$ cat src/rtl/jtdsp16_pcu.sv
// Program control unit: PC sequencing, a circular return stack, nested
// zero-overhead do-loops and single-level interrupt entry/return.
module jtdsp16_pcu #(
  parameter int AW      = 16,
  parameter int SDEPTH  = 4,
  parameter int LDEPTH  = 2,
  parameter int CW      = 7,
  parameter int IRQ_VEC = 1
) (
  input  logic          clk,
  input  logic          rst_n,
  input  logic          cen,
  input  logic          halt,
  input  logic          go,
  input  logic          call,
  input  logic          ret,
  input  logic          iret,
  input  logic [AW-1:0] target,
  input  logic          do_start,
  input  logic [3:0]    do_len,
  input  logic [CW-1:0] do_cnt,
  input  logic          irq,
  input  logic          no_int,
  output logic [AW-1:0] rom_addr,
  output logic [AW-1:0] pi,
  output logic          iack,
  output logic          in_irq,
  output logic          do_active,
  output logic          stk_ovf,
  output logic          stk_udf,
  output logic          loop_ovf
);
  localparam int SPW = $clog2(SDEPTH);
  localparam int SCW = $clog2(SDEPTH + 1);
  localparam int LCW = $clog2(LDEPTH + 1);

  logic [AW-1:0]  pc_r, pi_r;
  logic           in_irq_r, iack_r;
  logic [AW-1:0]  stk_r [SDEPTH];
  logic [SPW-1:0] sp_r;
  logic [SCW-1:0] scnt_r;
  logic [AW-1:0]  lhead_r [LDEPTH];
  logic [AW-1:0]  lend_r  [LDEPTH];
  logic [CW-1:0]  lleft_r [LDEPTH];
  logic [LCW-1:0] lcnt_r;
  logic           stk_ovf_r, stk_udf_r, loop_ovf_r;

  logic [AW-1:0]  pc_inc_s, len_s, pc_nx_s, pi_nx_s;
  logic [AW-1:0]  top_head_s, top_end_s;
  logic [CW-1:0]  top_left_s;
  logic [LCW-1:0] ltop_s;
  logic           do_active_s, lend_hit_s, irq_ok_s, in_irq_nx_s;
  logic           push_s, pop_s, udf_s, lpush_s, lpop_s, ldec_s, lovf_s;

  assign pc_inc_s    = pc_r + {{(AW-1){1'b0}}, 1'b1};
  assign len_s       = (do_len == 4'd0) ? {{(AW-1){1'b0}}, 1'b1} : AW'(do_len);
  assign do_active_s = (lcnt_r != {LCW{1'b0}});
  assign ltop_s      = lcnt_r - {{(LCW-1){1'b0}}, 1'b1};
  assign lend_hit_s  = do_active_s && (pc_r == top_end_s);
  assign irq_ok_s    = irq && !in_irq_r && !no_int && !halt && !do_active_s &&
                       !(call || go || ret || iret || do_start);

  // Select the top loop-stack entry without an out-of-range index when empty
  always_comb begin
    top_head_s = {AW{1'b0}};
    top_end_s  = {AW{1'b0}};
    top_left_s = {CW{1'b0}};
    for (int i = 0; i < LDEPTH; i++) begin
      if (LCW'(i) == ltop_s) begin
        top_head_s = lhead_r[i];
        top_end_s  = lend_r[i];
        top_left_s = lleft_r[i];
      end else begin
        top_head_s = top_head_s;
      end
    end
  end

  // Next-PC priority resolution and stack operation decode
  always_comb begin
    pc_nx_s     = pc_r;
    pi_nx_s     = pi_r;
    in_irq_nx_s = in_irq_r;
    push_s  = 1'b0;
    pop_s   = 1'b0;
    udf_s   = 1'b0;
    lpush_s = 1'b0;
    lpop_s  = 1'b0;
    ldec_s  = 1'b0;
    lovf_s  = 1'b0;
    if (halt) begin
      pc_nx_s = pc_r;
    end else if (irq_ok_s) begin
      pi_nx_s     = pc_inc_s;
      pc_nx_s     = AW'(IRQ_VEC);
      in_irq_nx_s = 1'b1;
    end else if (call) begin
      push_s  = 1'b1;
      pc_nx_s = target;
    end else if (go) begin
      pc_nx_s = target;
    end else if (ret) begin
      if (scnt_r != {SCW{1'b0}}) begin
        pop_s   = 1'b1;
        pc_nx_s = stk_r[sp_r - {{(SPW-1){1'b0}}, 1'b1}];
      end else begin
        udf_s   = 1'b1;
        pc_nx_s = pc_inc_s;
      end
    end else if (iret) begin
      pc_nx_s     = pi_r;
      in_irq_nx_s = 1'b0;
    end else if (lend_hit_s) begin
      if (top_left_s > {{(CW-1){1'b0}}, 1'b1}) begin
        ldec_s  = 1'b1;
        pc_nx_s = top_head_s;
      end else begin
        lpop_s  = 1'b1;
        pc_nx_s = top_end_s + {{(AW-1){1'b0}}, 1'b1};
      end
    end else if (do_start) begin
      if (do_cnt == {CW{1'b0}}) begin
        pc_nx_s = pc_inc_s + len_s;
      end else if (lcnt_r == LCW'(LDEPTH)) begin
        lovf_s  = 1'b1;
        pc_nx_s = pc_inc_s;
      end else begin
        lpush_s = 1'b1;
        pc_nx_s = pc_inc_s;
      end
    end else begin
      pc_nx_s = pc_inc_s;
    end
  end

  // State registers; the return stack overwrites its oldest entry when full
  always_ff @(posedge clk) begin
    if (!rst_n) begin
      pc_r       <= {AW{1'b0}};
      pi_r       <= {AW{1'b0}};
      in_irq_r   <= 1'b0;
      iack_r     <= 1'b0;
      sp_r       <= {SPW{1'b0}};
      scnt_r     <= {SCW{1'b0}};
      lcnt_r     <= {LCW{1'b0}};
      stk_ovf_r  <= 1'b0;
      stk_udf_r  <= 1'b0;
      loop_ovf_r <= 1'b0;
      for (int i = 0; i < SDEPTH; i++) stk_r[i] <= {AW{1'b0}};
      for (int i = 0; i < LDEPTH; i++) begin
        lhead_r[i] <= {AW{1'b0}};
        lend_r[i]  <= {AW{1'b0}};
        lleft_r[i] <= {CW{1'b0}};
      end
    end else if (cen) begin
      pc_r     <= pc_nx_s;
      pi_r     <= pi_nx_s;
      in_irq_r <= in_irq_nx_s;
      iack_r   <= irq_ok_s;
      if (push_s) begin
        stk_r[sp_r] <= pc_inc_s;
        sp_r        <= sp_r + {{(SPW-1){1'b0}}, 1'b1};
        if (scnt_r == SCW'(SDEPTH)) stk_ovf_r <= 1'b1;
        else scnt_r <= scnt_r + {{(SCW-1){1'b0}}, 1'b1};
      end else if (pop_s) begin
        sp_r   <= sp_r - {{(SPW-1){1'b0}}, 1'b1};
        scnt_r <= scnt_r - {{(SCW-1){1'b0}}, 1'b1};
      end
      if (udf_s) stk_udf_r <= 1'b1;
      if (lovf_s) loop_ovf_r <= 1'b1;
      if (lpush_s) begin
        for (int i = 0; i < LDEPTH; i++) begin
          if (LCW'(i) == lcnt_r) begin
            lhead_r[i] <= pc_inc_s;
            lend_r[i]  <= pc_r + len_s;
            lleft_r[i] <= do_cnt;
          end
        end
        lcnt_r <= lcnt_r + {{(LCW-1){1'b0}}, 1'b1};
      end else if (ldec_s) begin
        for (int i = 0; i < LDEPTH; i++) begin
          if (LCW'(i) == ltop_s) lleft_r[i] <= lleft_r[i] - {{(CW-1){1'b0}}, 1'b1};
        end
      end else if (lpop_s) begin
        lcnt_r <= ltop_s;
      end
    end
  end

  assign rom_addr  = pc_r;
  assign pi        = pi_r;
  assign iack      = iack_r;
  assign in_irq    = in_irq_r;
  assign do_active = do_active_s;
  assign stk_ovf   = stk_ovf_r;
  assign stk_udf   = stk_udf_r;
  assign loop_ovf  = loop_ovf_r;
endmodule

$ cat config.mk
export PLATFORM = sky130hd
export DESIGN_NAME = jtdsp16_pcu
export DESIGN_NICKNAME = d
export VERILOG_FILES = /design/src/rtl/jtdsp16_pcu.sv
export SDC_FILE = /design/constraint.sdc
export NUM_CORES = 1
export LEC_CHECK = 0
export ABC_AREA = 0
export ABC_CLOCK_PERIOD_IN_PS = 17200
export BUFFER_PORTS_ARGS = -buffer_cell sky130_fd_sc_hd__buf_4
export CORE_ASPECT_RATIO = 1.4
export CORE_UTILIZATION = 65
export CTS_BUF_LIST = sky130_fd_sc_hd__clkbuf_8
export CTS_CLUSTER_DIAMETER = 200
export CTS_CLUSTER_SIZE = 20
export DETAILED_ROUTE_END_ITERATION = 10
export GPL_ROUTABILITY_DRIVEN = 0
export PLACE_DENSITY_LB_ADDON = 0.25
export RECOVER_POWER = 100
export SETUP_SLACK_MARGIN = 0.4
export SLEW_MARGIN = 20
export SYNTH_ARGS = -nofsm -noshare
export SYNTH_HDL_FRONTEND = slang
export SYNTH_SLANG_ARGS = --single-unit
$ cat constraint.sdc
create_clock -name clk -period 17.2 [get_ports clk]
set_clock_uncertainty 0.1 [all_clocks]
set_input_delay 4.3 -clock clk [delete_from_list [all_inputs] [get_ports clk]]
set_output_delay 4.3 -clock clk [all_outputs]
set_load 0.005 [all_outputs]
After elaboration in Yosys (flattened, before gate mapping). Memories as Yosys holds them, arrays and structs flattened. Cells that the tools add are included.

Register bits after elaboration: 44. RAM bits: 142. Input port bits: 38. Word-level logic and storage cells: 199. Memories: 4.

Add/sub/neg operators: 12. Magnitude comparators: 1. Eq/ne operators: 10. Mux-type cells: 119. Bitwise gates (word level): 9. Reductions and logical operators: 34.

Memory list: stk_r (depth 4, width 16, read ports 1, clocked after Yosys merged registers in 0, wr ports 4, RTL line 39) `logic [AW-1:0] stk_r [SDEPTH];`; lend_r (depth 2, width 16, read ports 2, clocked after Yosys merged registers in 0, wr ports 2, RTL line 43) `logic [AW-1:0] lend_r [LDEPTH];`; lhead_r (depth 2, width 16, read ports 2, clocked after Yosys merged registers in 0, wr ports 2, RTL line 42) `logic [AW-1:0] lhead_r [LDEPTH];`; lleft_r (depth 2, width 7, read ports 2, clocked after Yosys merged registers in 0, wr ports 2, RTL line 44) `logic [CW-1:0] lleft_r [LDEPTH];`.

Operators with widths (number): two-way mux 16 bit (19); two-way mux 1 bit (84); two-way mux 7 bit (6); adder 16 x 1 -> 16 bit, second input constant (2); adder 16 x 4 -> 16 bit (2); equality test 16 bit (1); OR reduction 16 bit (1); subtractor 7 x 1 -> 7 bit, second input constant (2); two-way mux 2 bit (6); AND reduction 3 bit (4); two-way mux 3 bit (3); OR 1 bit (8); AND reduction 2 bit (4); nonzero test 2 bit (4); greater-than comparator 7 x 1 -> 1 bit, second input constant (1); logical NOT 7 bit (1); logical AND 1 bit (6); != test 2 x 1 -> 1 bit, second input constant (3); AND reduction 6 bit (1); logical NOT 1 bit (5); adder 2 x 1 -> 2 bit, second input constant (2); equality test 1 x 2 -> 1 bit, first input constant (2); logical NOT 2 bit (2); logical NOT 4 bit (1); other kinds (10) (15).

Depth between registers and ports, before layout. Gate-level depths: netlist of the first run.

Depth in word-level cells: 19. Mapped depth: 18. Depth with buffers taken out: 13.

Worst setup path after synthesis of the first run. OpenSTA, ideal clock, no wires.

Path type: input -> register. Start: in go. End: mem lleft_r[1][3], in the netlist lleft_r[0][10], enable pin. Arrival time: 8.642 ns. Data required time: 16.763 ns. Setup slack: 8.121 ns. Stages: 8. Path buffers: 1. Cells stage by stage: or2_2 -> clkbuf_1 -> nor3_1 -> nand3_1 -> nor2_1 -> nand2_1 -> o31ai_1 -> o21bai_2.

RTL lines: start: declaration (RTL line 14) `input logic go,`; end: declaration (RTL line 44).

==> results of run 1 <==
==> power groups by stage <==
stage | logic, mW | registers [mW] | clock network (mW)
3_5_place_dp | 0.0955 | 0.519 | 0
5_1_grt | 0.102 | 0.511 | 0.321
2_1_floorplan | 0.0654 | 0.512 | 0
4_1_cts | 0.0960 | 0.509 | 0.303
3_3_place_gp | 0.0942 | 0.518 | 0
6_report | 0.0959 | 0.510 | 0.306
==> routing by layer <==
layer,global-route usage,vias up,share of wire
li1,-,3839,-
met1,0.442,4113,0.35
met2,0.622,512,0.51
met3,0.0516,120,0.082
met4,0.184,0,0.054
met5,0,-,0
==> final cells by class <==
class | count | area (µm²) | area share
Clock buffer | 17 | 234 | 0.0206
Clock inverter | 15 | 173 | 0.0152
Inverter | 33 | 124 | 0.0109
Multi-Input combinational cell | 720 | 4770 | 0.421
Sequential cell | 186 | 5140 | 0.454
Tap cell | 196 | 245 | 0.0216
Timing Repair Buffer | 93 | 646 | 0.0569
==> cells by family after synthesis <==
family                   Yosys count
adder cells (fa/ha/maj)           18
buffers and inverters            109
AND/OR/NAND/NOR                  378
XOR/XNOR                          73
multiplexers                      23
flip-flops                       186
AO/OA/AOI/OAI                    228
==> how the worst min path moves through the flow <==
stage            start  depth (start not counted)      end  slack (ps)
6_report          iack                          2     iack         410
5_1_grt        stk_ovf                          2  stk_ovf         430
4_1_cts        stk_udf                          2  stk_udf         410
2_1_floorplan  stk_udf                          2  stk_udf         360
3_5_place_dp   stk_udf                          2  stk_udf         380
3_3_place_gp   stk_udf                          2  stk_udf         380
==> worst max-delay path, stage by stage <==
cell and delay (ps):
buf_4 120, or2_0 530, nor3_1 710, nand3_1 390, nor2_1 170, nand2_1 110
o31ai_4 190, clkbuf_1 1450, o21bai_1 460
==> flip-flops by register name (all words and copies together) (netlist names), 2 cells and up <==
signal	count
rom_addr	16
lend_r	32
lhead_r	32
lcnt_r	2
stk_r	64
scnt_r	3
lleft_r	14
pi	16
sp_r	2
==> placed cells by master (no fill, tap or decap), types with 17 or more instances in the layout <==
cell type,n
edfxtp_1,142
nor2_1,134
nand2_1,70
xnor2_1,48
o21ai_0,47
nor3_1,45
dfxtp_1,44
buf_4,43
a21oi_1,40
clkbuf_4,36
inv_1,35
a211oi_1,35
nand3_1,30
xor2_1,24
clkbuf_8,17
==> summary.md, run 1 <==
| Metric | Value |
|---|---|
| Status | `finished with violations` |
| Failing checks | `capacitance limit, slew limit` |
| Die width | `109 µm` |
| CTS buffer count | `17` |
| Setup tns final | `0 ps` |
| Post-CTS resize count | `0` |
| Crit path DAT | `8440 ps` |
| Cell Int Power | `a little under 700 µW` |
| DRT iter0 DRCs | `931` |
| Worst r2r src | `lcnt_r[0]` |
| Number of setup violations in the final report | `0` |
| Synth area leaders | `edfxtp_1 41%, dfxtp_1 8.5%, nor2_1 4.9%` |
| # diodes | `0` |
| Switching Share | `0.256` |
| Synth warn | `0` |
| Slew Limit Fails | `150` |
| Syn avg cell area | `10.2 µm²` |
| Fin crit share | `0.490` |
| Post-synthesis compound-gate area fraction | `0.154` |
| Post-CTS Setup Bufs | `0` |
| Utilization after layout | `0.726` |
| Clock latency on the worst-skew pair | `between 400 and 500 ps` |
| WHS | `406 ps` |
| Seq/Total Area, Yosys | `0.496` |
| Xor and xnor fraction of the mapped netlist area | `0.0617` |
| Die height | `151 µm` |
| Logic pwr share | `0.105` |
| Routed vias/inst | `6.81` |
| Initial core utilization | `0.664` |
| Antenna Violating Nets Remaining | `0` |
| Drt first pass iters | `6` |
| CTS Sinks | `between 150 and 200` |
| Power density over the cells | `80.4 nW/µm²` |
| FILL cells | `roughly 1100` |
| Worst Reg2Reg Path Length in Cells | `12` |
| Core area | `roughly 16000 µm²` |
| Final Instance Area | `11300 µm²` |
| Area grow syn2layout | `9.42%` |
| Yosys top cell area share | `0.411` |
| Layout cells sized above 1 | `0.135` |
| Overall power | `approximately 910 µW` |
| Max Buffers Root-to-Sink | `2` |
| Vias in the first global route | `8062` |
| Final nets | `1107` |
| Top fanout value on the critical path | `33` |
| Simple-Gate Fraction of Synth Area | `0.180` |
| Most common cell in the netlist | `edfxtp_1` |
| Mapped Nets | `1071` |
| NetSw | `~230 µW` |
| Wirelength per Cell | `22.7 µm` |
| Reg2Reg Capture Point | `lleft_r[0][11]` |
| CP Launch Point | `go` |
| Final Hold Fails | `0` |
| Adder-Cell Fraction of Synth Area | `0.0239` |
| # port buffers | `75` |
| First-pass GRT wire length | `43400 µm` |
| H-tree Lvls | `4` |
| Sequential share of power | `0.559` |
| Proportion of synthesized area in mux cells | `0.0417` |
| # rows | `54` |
| Crit path to | `lleft_r[0][11]` |
| Routed WL | `28700 µm` |
| Post-DP Area | `11000 µm²` |
| Max_cap viols | `4` |
| Worst-margin pin slew | `roughly 2100 ps` |
| CTS tree | `built` |
| Io pins | `76` |
| Largest family of logic cells by synthesized area | `simple AND/OR/NAND/NOR gates` |
| Pre-CTS WS | `9350 ps` |
| Syn Inst Count | `1015` |
| Primary FF master, synth | `edfxtp_1` |
| #FFs+latches synth | `186` |
| Post-synth cell types | `76` |
| Finished Layout Cells | `roughly 1300` |
| Ys async rst share | `0` |
| Hpwl dp | `20400 µm` |
| Gr usage total | `0.362` |
| Clock slew at reported path FFs | `90 ps` |
| Worst Path Required | `17210 ps` |
| Mapped Area | `10400 µm²` |
| Clock share of power | `0.335` |
| Tmin final | `8430 ps` |
| Initial antenna violation count | `0` |
| DR vias | `8584` |
| DIE AREA | `about 16000 µm²` |
| Crit start category | `primary input` |
| Placed cells | `1228` |
| Number of flops mapped to enable cells by yosys | `142` |
| Peak supply drop | `0.0702 mV` |
| Synth area leader | `edfxtp_1` |
| Root Buffer | `clkbuf_8` |
| Pleak | `3.88 nW` |
| List of most frequent post-synthesis cells | `142 x edfxtp_1, 134 x nor2_1, 70 x nand2_1` |
| Slew headroom | `-0.372` |
| Maximum clock rate | `0.119 GHz` |
| RSZ-0062 raised after global routing | `false` |
| Grt ovf | `0` |
| Final setup margin | `8770 ps` |
| R2r setup slk | `12010 ps` |
| DRC errors left | `0` |
| Worst hold path type | `reg -> reg` |
| Crit path kind | `in -> reg` |
| Crit. End Element | `flip-flop` |
| CTS Hold Bufs | `0` |
| Largest net degree at the start of global routing | `66` |
Note: power is estimated with default switching activity, not from simulation.
==> run 2: changes to the inputs <==
--- a/config.mk
+++ b/config.mk
@@ -6,10 +6,10 @@
 export NUM_CORES = 1
 export LEC_CHECK = 0
 export ABC_AREA = 0
-export ABC_CLOCK_PERIOD_IN_PS = 17200
+export ABC_CLOCK_PERIOD_IN_PS = 7770
 export BUFFER_PORTS_ARGS = -buffer_cell sky130_fd_sc_hd__buf_4
 export CORE_ASPECT_RATIO = 1.4
-export CORE_UTILIZATION = 65
+export CORE_UTILIZATION = 63
 export CTS_BUF_LIST = sky130_fd_sc_hd__clkbuf_8
 export CTS_CLUSTER_DIAMETER = 200
 export CTS_CLUSTER_SIZE = 20
==> constraint.sdc (replaced) <==
create_clock -name clk -period 7.77 [get_ports clk]
set_clock_uncertainty 0.1 [all_clocks]
set_input_delay 1.9425 -clock clk [delete_from_list [all_inputs] [get_ports clk]]
set_output_delay 1.9425 -clock clk [all_outputs]
set_load 0.005 [all_outputs]
==> run 2 against run 1 <==
The flow still finishes with violations (capacitance limit, slew limit). Clock-buffer cell count unchanged. Core utilization decreased by 2.4 points. Final cell count increased by 0.24%. Sequential share of layout area increased by 0.12 points. Register-to-register slack got worse by 10000 ps. Sequential power increased by 120%. Largest cell class unchanged. Largest power group unchanged.
==> summary.md, run 2 (same netlist as run 1, synthesis figures left out) <==
| Metric | Value |
|---|---|
| Status | `finished with violations (unchanged)` |
| Failing checks | `capacitance limit, slew limit (unchanged)` |
| Final nets | `1107 (unchanged)` |
| RSZ-0062 raised after global routing | `false (unchanged)` |
| Top fanout value on the critical path | `38 (was 33)` |
| Routed WL | `28700 µm (about the same)` |
| Worst hold path type | `reg -> reg (unchanged)` |
| Grt ovf | `0 (unchanged)` |
| Layout cells sized above 1 | `0.133 (was 0.135)` |
| Crit path DAT | `5960 ps (was 8440 ps)` |
| # rows | `55 (was 54)` |
| Routed vias/inst | `6.73 (was 6.81)` |
| Initial core utilization | `0.644 (was 0.664)` |
| Setup tns final | `0 ps (unchanged)` |
| Drt first pass iters | `5 (was 6)` |
| Worst-margin pin slew | `2070 ps (was 2060 ps)` |
| Largest net degree at the start of global routing | `49 (was 66)` |
| CTS Hold Bufs | `0 (unchanged)` |
| Tmin final | `a little under 6000 ps` |
| Worst hold start | `loop_ovf (was iack)` |
| DR vias | `8501 (was 8584)` |
| Top flop regs | `stk_r: 64 flops, lend_r: 32 flops, lhead_r: 32 flops (unchanged)` |
| Number of setup violations in the final report | `0 (unchanged)` |
| Power density over the cells | `178 nW/µm² (was 80.4 nW/µm²)` |
| Post-DP Area | `11000 µm² (about the same)` |
| Commonest cells after routing, fill and taps aside | `142 x edfxtp_1, 134 x nor2_1, 70 x nand2_1, 49 x xnor2_1, 46 x o21ai_0 (was 142 x edfxtp_1, 134 x nor2_1, 70 x nand2_1, 48 x xnor2_1, 47 x o21ai_0)` |
| Max reg flops | `64 (unchanged)` |
| Slew headroom | `-0.378 (was -0.372)` |
| Finished Layout Cells | `1263 (was 1260)` |
| Most flop-heavy register | `stk_r (unchanged)` |
| CTS Sinks | `186 (unchanged)` |
| Multi-input gate area | `4750 µm² (was 4770 µm²)` |
| Final Instance Area | `11300 µm² (about the same)` |
| Post-CTS resize count | `0 (unchanged)` |
| Pleak | `3.87 nW (was 3.88 nW)` |
| Peak supply drop | `0.202 mV (was 0.0702 mV)` |
| Final Hold Fails | `0 (unchanged)` |
| Utilization after layout | `0.702 (was 0.726)` |
| Fin crit share | `0.764` |
| Die width | `110 µm (was 109 µm)` |
| Core area | `16100 µm² (was 15600 µm²)` |
| Clock slew at reported path FFs | `100 ps (was 90 ps)` |
| Maximum clock rate | `0.168 GHz` |
| # port buffers | `75 (unchanged)` |
| DIE AREA | `17000 µm² (was 16500 µm²)` |
| CTS tree | `built (unchanged)` |
| Io pins | `76 (unchanged)` |
| Hpwl dp | `20500 µm (was 20400 µm)` |
| Antenna Violating Nets Remaining | `0 (unchanged)` |
| Worst Path Required | `7790 ps (was 17210 ps)` |
| H-tree Lvls | `4 (unchanged)` |
| Clock latency on the worst-skew pair | `480 ps (was 460 ps)` |
| Crit path kind | `reg -> reg (was in -> reg)` |
| Crit start category | `flip-flop (was primary input)` |
| FILL cells | `1250 (was 1142)` |
| Max_cap viols | `4 (unchanged)` |
| Vias in the first global route | `8254 (was 8062)` |
| Wirelength per Cell | `22.7 µm (about the same)` |
| Die height | `154 µm (was 151 µm)` |
| # diodes | `0 (unchanged)` |
| CP Launch Point | `lcnt_r[0] (was go)` |
| Worst r2r src | `lcnt_r[0] (unchanged)` |
| Crit. End Element | `flip-flop (unchanged)` |
| Reg area | `5140 µm² (unchanged)` |
| CTS buffer count | `17 (unchanged)` |
| Slew Limit Fails | `149 (was 150)` |
| Area grow syn2layout | `9.14% (was 9.42%)` |
| Overall power | `2.02 mW (was 912 µW)` |
| Post-CTS Setup Bufs | `0 (unchanged)` |
| Max Buffers Root-to-Sink | `2 (unchanged)` |
| DRC errors left | `0 (unchanged)` |
| Gr usage total | `0.355 (was 0.362)` |
| Initial antenna violation count | `0 (unchanged)` |
| First-pass GRT wire length | `44200 µm (was 43400 µm)` |
| Commonest non-fill, non-tap cell in the layout | `edfxtp_1 (unchanged)` |
| Root Buffer | `clkbuf_8 (unchanged)` |
| Placed cells | `1231 (was 1228)` |
| DRT iter0 DRCs | `816 (was 931)` |
[run 2: final cells by class]
type | instances | area share
Sequential cell | 186 | 0.455
Inverter | 33 | 0.0110
Clock buffer | 17 | 0.0207
Timing Repair Buffer | 93 | 0.0558
Multi-Input combinational cell | 720 | 0.420
Tap cell | 199 | 0.0220
Clock inverter | 15 | 0.0155
[run 2: critical path: stages, from the launching register on]
cell and delay (ps):
dfxtp_1 340, inv_1 90, ha_1 970, inv_1 440, a31oi_1 550, xnor2_1 200
nor4_1 110, nand3_4 390, nand2_1 190, o31ai_4 190, clkbuf_1 1500, o21bai_1 490
[run 2: layer usage]
| layer | GRT usage | vias to the layer above | wire, µm |
|---|---|---|---|
| met5 | 0 | - | 0 |
| met4 | 0.211 | 0 | 1870 |
| met3 | 0.0547 | 109 | 2170 |
| met2 | 0.590 | 477 | 14500 |
| met1 | 0.428 | 4070 | 10100 |
| li1 | - | 3845 | - |
[run 2: where the power goes]
group          leakage, nW  internal (mW)  switching, mW
sequential            1.83           1.10         0.0289
clock                0.209          0.298          0.379
combinational         1.82         0.0809          0.130
total                 3.87           1.48          0.538
[run 2: stage by stage]
step                setup WS, ps  hold slack [ps]
floorplan                   1050              361
global placement            2570              361
detailed placement          2500              370
CTS                         2930              393
global route                1390              410
finish                      1830              385
[run 2: worst paths after layout]
path | endpoint | slack (ps) | cells past startpoint
min | loop_ovf | 390 | 1
max | lleft_r[0][9] | 1830 | 11
max reg2reg | lleft_r[0][9] | 1830 | 11
min reg2reg | loop_ovf | 390 | 1
